==> src/rtl/pong_frame_renderer.sv <==
// Pong pixel generator placed after the CRT timing controller.
// It advances the game state once per frame, on the falling edge of vsync.
// It outputs registered 12-bit RGB together with the syncs delayed by one clock.
module pong_frame_renderer #(
    parameter int ResolutionSize = 10,
    parameter int BallSize       = 8,
    parameter int PaddleWidth    = 8,
    parameter int PaddleHeight   = 48,
    parameter int PaddleStep     = 4,
    parameter int PaddleInset    = 16,
    parameter int ServeDelay     = 60
) (
    input  logic                      clock,
    input  logic                      reset,
    input  logic [ResolutionSize-1:0] Xresolution,
    input  logic [ResolutionSize-1:0] Yresolution,
    input  logic [ResolutionSize-1:0] xpos,
    input  logic [ResolutionSize-1:0] ypos,
    input  logic                      hsync_in,
    input  logic                      vsync_in,
    input  logic                      btnLup,
    input  logic                      btnLdown,
    input  logic                      btnRup,
    input  logic                      btnRdown,
    output logic                      hsync_out,
    output logic                      vsync_out,
    output logic [3:0]                red,
    output logic [3:0]                green,
    output logic [3:0]                blue,
    output logic [3:0]                scoreL,
    output logic [3:0]                scoreR
);
    localparam int W  = ResolutionSize;
    localparam int W1 = ResolutionSize + 1;
    localparam int CW = (ServeDelay > 1) ? $clog2(ServeDelay) : 1;

    // One spare bit on all geometry sums so that "+ size" never wraps.
    localparam logic [W1-1:0] BALL  = W1'(BallSize);
    localparam logic [W1-1:0] PW    = W1'(PaddleWidth);
    localparam logic [W1-1:0] PH    = W1'(PaddleHeight);
    localparam logic [W1-1:0] STEP  = W1'(PaddleStep);
    localparam logic [W1-1:0] INSET = W1'(PaddleInset);
    localparam logic [CW-1:0] SERVE_LAST = CW'(ServeDelay - 1);

    typedef enum logic {SERVE = 1'b0, PLAY = 1'b1} state_t;

    state_t        state, state_n;
    logic          vs_d, frame_tick;
    logic [W-1:0]  bx, by, ly, ry, bx_n, by_n, ly_n, ry_n;
    logic          dx, dy, dx_n, dy_n;
    logic [CW-1:0] serve_cnt, serve_cnt_n;
    logic [3:0]    scoreL_n, scoreR_n;
    logic [11:0]   rgb_p0;

    logic [W1-1:0] xres, yres, bx_w, by_w, ly_w, ry_w, x_w, y_w, rpad_x, pad_ymax;
    logic [W-1:0]  ball_cx, ball_cy, pad_cy;

    assign xres     = {1'b0, Xresolution};
    assign yres     = {1'b0, Yresolution};
    assign bx_w     = {1'b0, bx};
    assign by_w     = {1'b0, by};
    assign ly_w     = {1'b0, ly};
    assign ry_w     = {1'b0, ry};
    assign x_w      = {1'b0, xpos};
    assign y_w      = {1'b0, ypos};
    assign rpad_x   = xres - INSET - PW;
    assign pad_ymax = yres - PH;
    assign ball_cx  = W'((xres - BALL) >> 1);
    assign ball_cy  = W'((yres - BALL) >> 1);
    assign pad_cy   = W'(pad_ymax >> 1);

    assign frame_tick = vs_d & ~vsync_in;

    // Move a paddle by one step, clamped to the range [0, ymax].
    // Pressing both buttons, or neither, leaves the paddle where it is.
    function automatic logic [W-1:0] paddle_move(input logic [W-1:0] y, input logic up,
                                                 input logic down, input logic [W1-1:0] ymax);
        logic [W1-1:0] yw;
        yw = {1'b0, y};
        if (up && !down)
            return (yw < STEP) ? '0 : W'(yw - STEP);
        if (down && !up)
            return (yw + STEP > ymax) ? W'(ymax) : W'(yw + STEP);
        return y;
    endfunction

    function automatic logic [3:0] bcd_inc(input logic [3:0] d);
        return (d == 4'd9) ? 4'd0 : d + 4'd1;
    endfunction

    function automatic logic overlaps(input logic [W1-1:0] ball_y, input logic [W1-1:0] pad_y);
        return (ball_y + BALL > pad_y) && (ball_y < pad_y + PH);
    endfunction

    // Next game state for the coming frame tick. Every term reads the current register values.
    always_comb begin
        state_n     = state;
        bx_n        = bx;
        by_n        = by;
        dx_n        = dx;
        dy_n        = dy;
        serve_cnt_n = serve_cnt;
        scoreL_n    = scoreL;
        scoreR_n    = scoreR;
        ly_n        = paddle_move(ly, btnLup, btnLdown, pad_ymax);
        ry_n        = paddle_move(ry, btnRup, btnRdown, pad_ymax);
        case (state)
            SERVE: begin
                bx_n = ball_cx;
                by_n = ball_cy;
                if (serve_cnt == SERVE_LAST) begin
                    serve_cnt_n = '0;
                    state_n     = PLAY;
                end else begin
                    serve_cnt_n = serve_cnt + 1'b1;
                end
            end
            PLAY: begin
                if (!dy && by_w == '0)
                    dy_n = 1'b1;
                else if (dy && by_w + BALL == yres)
                    dy_n = 1'b0;
                else
                    by_n = dy ? by + 1'b1 : by - 1'b1;

                if (!dx && bx_w == INSET + PW && overlaps(by_w, ly_w)) begin
                    dx_n = 1'b1;
                end else if (dx && bx_w + BALL == rpad_x && overlaps(by_w, ry_w)) begin
                    dx_n = 1'b0;
                end else if (!dx && bx_w == '0) begin
                    scoreR_n = bcd_inc(scoreR);
                    dx_n     = 1'b0;
                    state_n  = SERVE;
                    bx_n     = ball_cx;
                    by_n     = ball_cy;
                end else if (dx && bx_w + BALL == xres) begin
                    scoreL_n = bcd_inc(scoreL);
                    dx_n     = 1'b1;
                    state_n  = SERVE;
                    bx_n     = ball_cx;
                    by_n     = ball_cy;
                end else begin
                    bx_n = dx ? bx + 1'b1 : bx - 1'b1;
                end
            end
            default: state_n = SERVE;
        endcase
    end

    // Game state register. Reset takes priority, and the state commits only on a frame tick.
    always_ff @(posedge clock) begin
        if (!reset) begin
            vs_d      <= 1'b1;
            state     <= SERVE;
            serve_cnt <= '0;
            bx        <= ball_cx;
            by        <= ball_cy;
            dx        <= 1'b1;
            dy        <= 1'b1;
            ly        <= pad_cy;
            ry        <= pad_cy;
            scoreL    <= 4'd0;
            scoreR    <= 4'd0;
        end else begin
            vs_d <= vsync_in;
            if (frame_tick) begin
                state     <= state_n;
                serve_cnt <= serve_cnt_n;
                bx        <= bx_n;
                by        <= by_n;
                dx        <= dx_n;
                dy        <= dy_n;
                ly        <= ly_n;
                ry        <= ry_n;
                scoreL    <= scoreL_n;
                scoreR    <= scoreR_n;
            end
        end
    end

    // Pixel colour for the current coordinate.
    // Priority order: ball, then paddles, then the dashed centre line.
    always_comb begin
        rgb_p0 = 12'h000;
        if (x_w < xres && y_w < yres) begin
            if (x_w >= bx_w && x_w < bx_w + BALL && y_w >= by_w && y_w < by_w + BALL)
                rgb_p0 = 12'hFFF;
            else if ((x_w >= INSET && x_w < INSET + PW && y_w >= ly_w && y_w < ly_w + PH) ||
                     (x_w >= rpad_x && x_w < xres - INSET && y_w >= ry_w && y_w < ry_w + PH))
                rgb_p0 = 12'h0F0;
            else if (x_w == (xres >> 1) && !ypos[3])
                rgb_p0 = 12'h444;
        end
    end

    // Output register. The syncs are delayed alongside the colour so both reach the connector aligned.
    always_ff @(posedge clock) begin
        if (!reset) begin
            {red, green, blue} <= 12'h000;
            hsync_out          <= 1'b1;
            vsync_out          <= 1'b1;
        end else begin
            {red, green, blue} <= rgb_p0;
            hsync_out          <= hsync_in;
            vsync_out          <= vsync_in;
        end
    end
endmodule

==> config.mk <==
export PLATFORM = sky130hd
export DESIGN_NAME = pong_frame_renderer
export DESIGN_NICKNAME = d
export VERILOG_FILES = /design/src/rtl/pong_frame_renderer.sv
export SDC_FILE = /design/constraint.sdc
export NUM_CORES = 1
export LEC_CHECK = 0
export BUFFER_PORTS_ARGS = -buffer_cell sky130_fd_sc_hd__buf_2
export CORE_MARGIN = 2
export CORE_UTILIZATION = 68
export DETAILED_ROUTE_END_ITERATION = 12
export PLACE_DENSITY = 0.95
export SETUP_SLACK_MARGIN = 0.3
export SYNTH_ARGS = -nofsm -noshare
export SYNTH_HDL_FRONTEND = slang
export SYNTH_SLANG_ARGS = --single-unit
export TNS_END_PERCENT = 5
==> constraint.sdc <==
create_clock -name clock -period 9.2 [get_ports clock]
set_input_delay 2.3 -clock clock [delete_from_list [all_inputs] [get_ports clock]]
set_output_delay 2.3 -clock clock [all_outputs]
set_load 0.05 [all_outputs]
==> impl_metrics.yaml <==
grt:
  grt_max_degree: 42
  antenna_found_initial: 0
  grt_pass1_wl_mm: 43.1
  overflow: 0
  grt_pass1_vias: 8657
  track_usage: 0.373
pwr:
  power.density_nw_per_um2: 132
  power.leakage_nw: 4.61
  vdd_ir_drop_max_mv: 0.106
setup_path:
  max_stage_delay_ns: 0.34
  end_kind: "flip-flop"
  arrival_ns: 5.24
  cp_slowest_cell: "ha_1"
  start_kind: "input port"
  crit_family: "compound AO/OA/AOI/OAI gates"
  path_max_fanout: 11
  path_cells: "buf_2 -> ha_1 -> nor3_1 -> xnor2_1 -> inv_1 -> ha_1 -> o21a_1 -> o21ai_0 -> nand2b_1 -> a21oi_1 -> or3_1 -> a21oi_1 -> buf_4 -> a21oi_1 -> o21ai_0"
  worstPathRequired_ns: 9.22
  crit_top_cell: "a21oi_1"
  path_buf_inv: 3
  criticalPathCategory: "in2reg"
timing:
  tightest_slew_ns: 1.06
  slew_viol_final: 0
  fin_setup_tns_ns: 0
  layout_worst_path_cycle_share: 0.568
  finalHoldViolations: 0
  layout_min_cycle_time_ns: 5.22
  timing.slew.headroom: 0.286
  hold_ws_ns: 0.505
  fmax_ghz: 0.192
  setup_viol: 0
  rsz0062_at_grt: "no"
  fin_skew_ns: 0.00909
floorplan:
  core_um2: 13400
  start_util: 0.703
  die_y_um: 122
  rows: 42
  die_area_um2: 14800
  io_pins: 70
  die_x_um: 122
layout:
  n_antenna_cell: 0
  syn_to_final_growth_pct: 7.31
  finalNetCount: 1433
  layout_commonest_cell: "ha_1"
  final_cell_mix: "ha_1, o21ai_0, inv_1, xnor2_1, nand2_1"
  final_cells: 1374
  fillers: 952
  drive_gt1_frac: 0.0935
run_status:
  status: "complete, no violations"
yosys:
  yosysTopAreaCellShare: 0.252
  yosys_warnings: 0
  syn_nets: 1387
  yosys.area.top_type: "ha_1"
  yosys.cell_types.count: 70
  syn_inst: 1147
  ys_ff_latch: 63
  synth-edff-count: 40
  ys.flop_type: "edfxtp_1"
  ys_seq_area_frac: 0.176
  synth_area_um2: 9420
  async_reset_ff_frac: 0
  synthTopCellsByArea: "ha_1, edfxtp_1, xnor2_1, o21ai_0, dfxtp_1"
  synth_area_per_cell_um2: 8.21
routing:
  first_pass_iters: 6
  via_per_inst: 6.64
  wire_per_inst_um: 20.1
  ant_nets: 0
  detail_route.iter0.violations: 939
  vias: 9128
  postRouteWirelength_mm: 27.7
  drc: 0
clock_tree:
  cts.clk_slew.worst_paths_ns: 0.06
  clk_latency_ns: 0.34
  cts_root_buffer: "clkbuf_16"
  htreeDepth: 3
  tritoncts: "done"
  cts_hold_buf: 0
  clockBufferDepth: 2
  cts_resized: 0
  cts_buffers: 9
  cts.sinks: 63
  cts_setup_buffers: 0
placed_design:
  port-buffer-count: 69
  gp_congestion: 1.00
  dp_hpwl_mm: 21.7
  dpl.cell_count: 1358
run:
  cap_violations: 0
hold_path:
  hold_class: "reg2reg"
cell usage after synthesis, types with 23 or more instances:
| library cell | number |
|---|---|
| o21a_1 | 25 |
| o21ai_0 | 93 |
| nand3_1 | 33 |
| inv_1 | 91 |
| xor2_1 | 33 |
| nor3_1 | 32 |
| a21oi_1 | 62 |
| nand4_1 | 24 |
| clkbuf_1 | 25 |
| nand2_1 | 80 |
| ha_1 | 190 |
| dfxtp_1 | 23 |
| nor2_1 | 71 |
| xnor2_1 | 87 |
| edfxtp_1 | 40 |
kinds of logic (layout without fill, tap and decap cells):
| kind of cell | count (synthesis) | count (layout) | share of synthesized area |
|---|---|---|---|
| AO/OA/AOI/OAI | 297 | 297 | 0.203 |
| XOR/XNOR | 121 | 121 | 0.113 |
| adder cells (fa/ha/maj) | 192 | 192 | 0.257 |
| buffers and inverters | 131 | 182 | 0.0583 |
| flip-flops | 63 | 63 | 0.176 |
| multiplexers | 20 | 20 | 0.0213 |
| AND/OR/NAND/NOR | 323 | 323 | 0.171 |
through the flow:
step	util	worst slack [ns]	total power, W	instance area, µm²
after detailed placement	0.732	3.66	0.000971	9810
after global placement	0.732	3.74	0.000948	9810
after global routing	0.754	3.72	0.00140	10100
after floorplan	-	3.97	0.000804	9420
final	0.754	3.98	0.00133	10100
after CTS	0.754	4.00	0.00131	10100
power by group:
part / switching [W] / internal (W) / total, W
sequential: 0.0000491 / 0.000329 / 0.000378
clock: 0.000132 / 0.000205 / 0.000336
combinational: 0.000364 / 0.000252 / 0.000616
path summary, 6_finish.rpt:
path | startpoint | end | slack, ns | cells after the start
worst min-delay path | serve_cnt[1] | serve_cnt[1] | 0.50 | 2
worst max-delay path | Yresolution[4] | ry[1] | 3.98 | 15
worst min register to register | serve_cnt[1] | serve_cnt[1] | 0.50 | 2
worst max register to register | by[3] | bx[0] | 5.08 | 14
cell type report:
cell class                 count  area (µm²)  area share
clock buffer                  12         267      0.0264
clock inverter                 4        26.3     0.00260
inverter                      93         349      0.0346
multi-input combinational    953        7200       0.713
sequential                    63        1660       0.164
tap                          176         220      0.0218
timing repair buffer          73         375      0.0372
metal layers:
layer,global-route usage,part of all wire,vias up
met5,0,0,-
met4,0.191,0.048,0
met3,0.0730,0.093,107
met2,0.646,0.47,492
met1,0.438,0.38,4249
li1,-,-,4280
state kept, by name (all words and copies together) (netlist names):
| signal | flops |
|---|---|
| dx | 1 |
| vsync_out | 1 |
| ly | 10 |
| green | 2 |
| ry | 10 |
| state | 1 |
| dy | 1 |
| hsync_out | 1 |
| by | 10 |
| scoreR | 4 |
| serve_cnt | 6 |
| red | 2 |
| scoreL | 4 |
| bx | 10 |
worst reg2reg max path: stages, from the launching register on:
cell and delay (ns):
edfxtp_1 0.69, ha_1 0.32, nand2_1 0.06, or3_1 0.37, xnor2_1 0.32, inv_1 0.16
ha_1 0.32, nand3_1 0.11, o41ai_1 0.52, nor2_1 0.09, o211a_1 0.12, o311ai_0 0.08
nor4_1 0.15, o31ai_1 0.26, buf_4 0.24
Power figures use the tool's default switching activity.
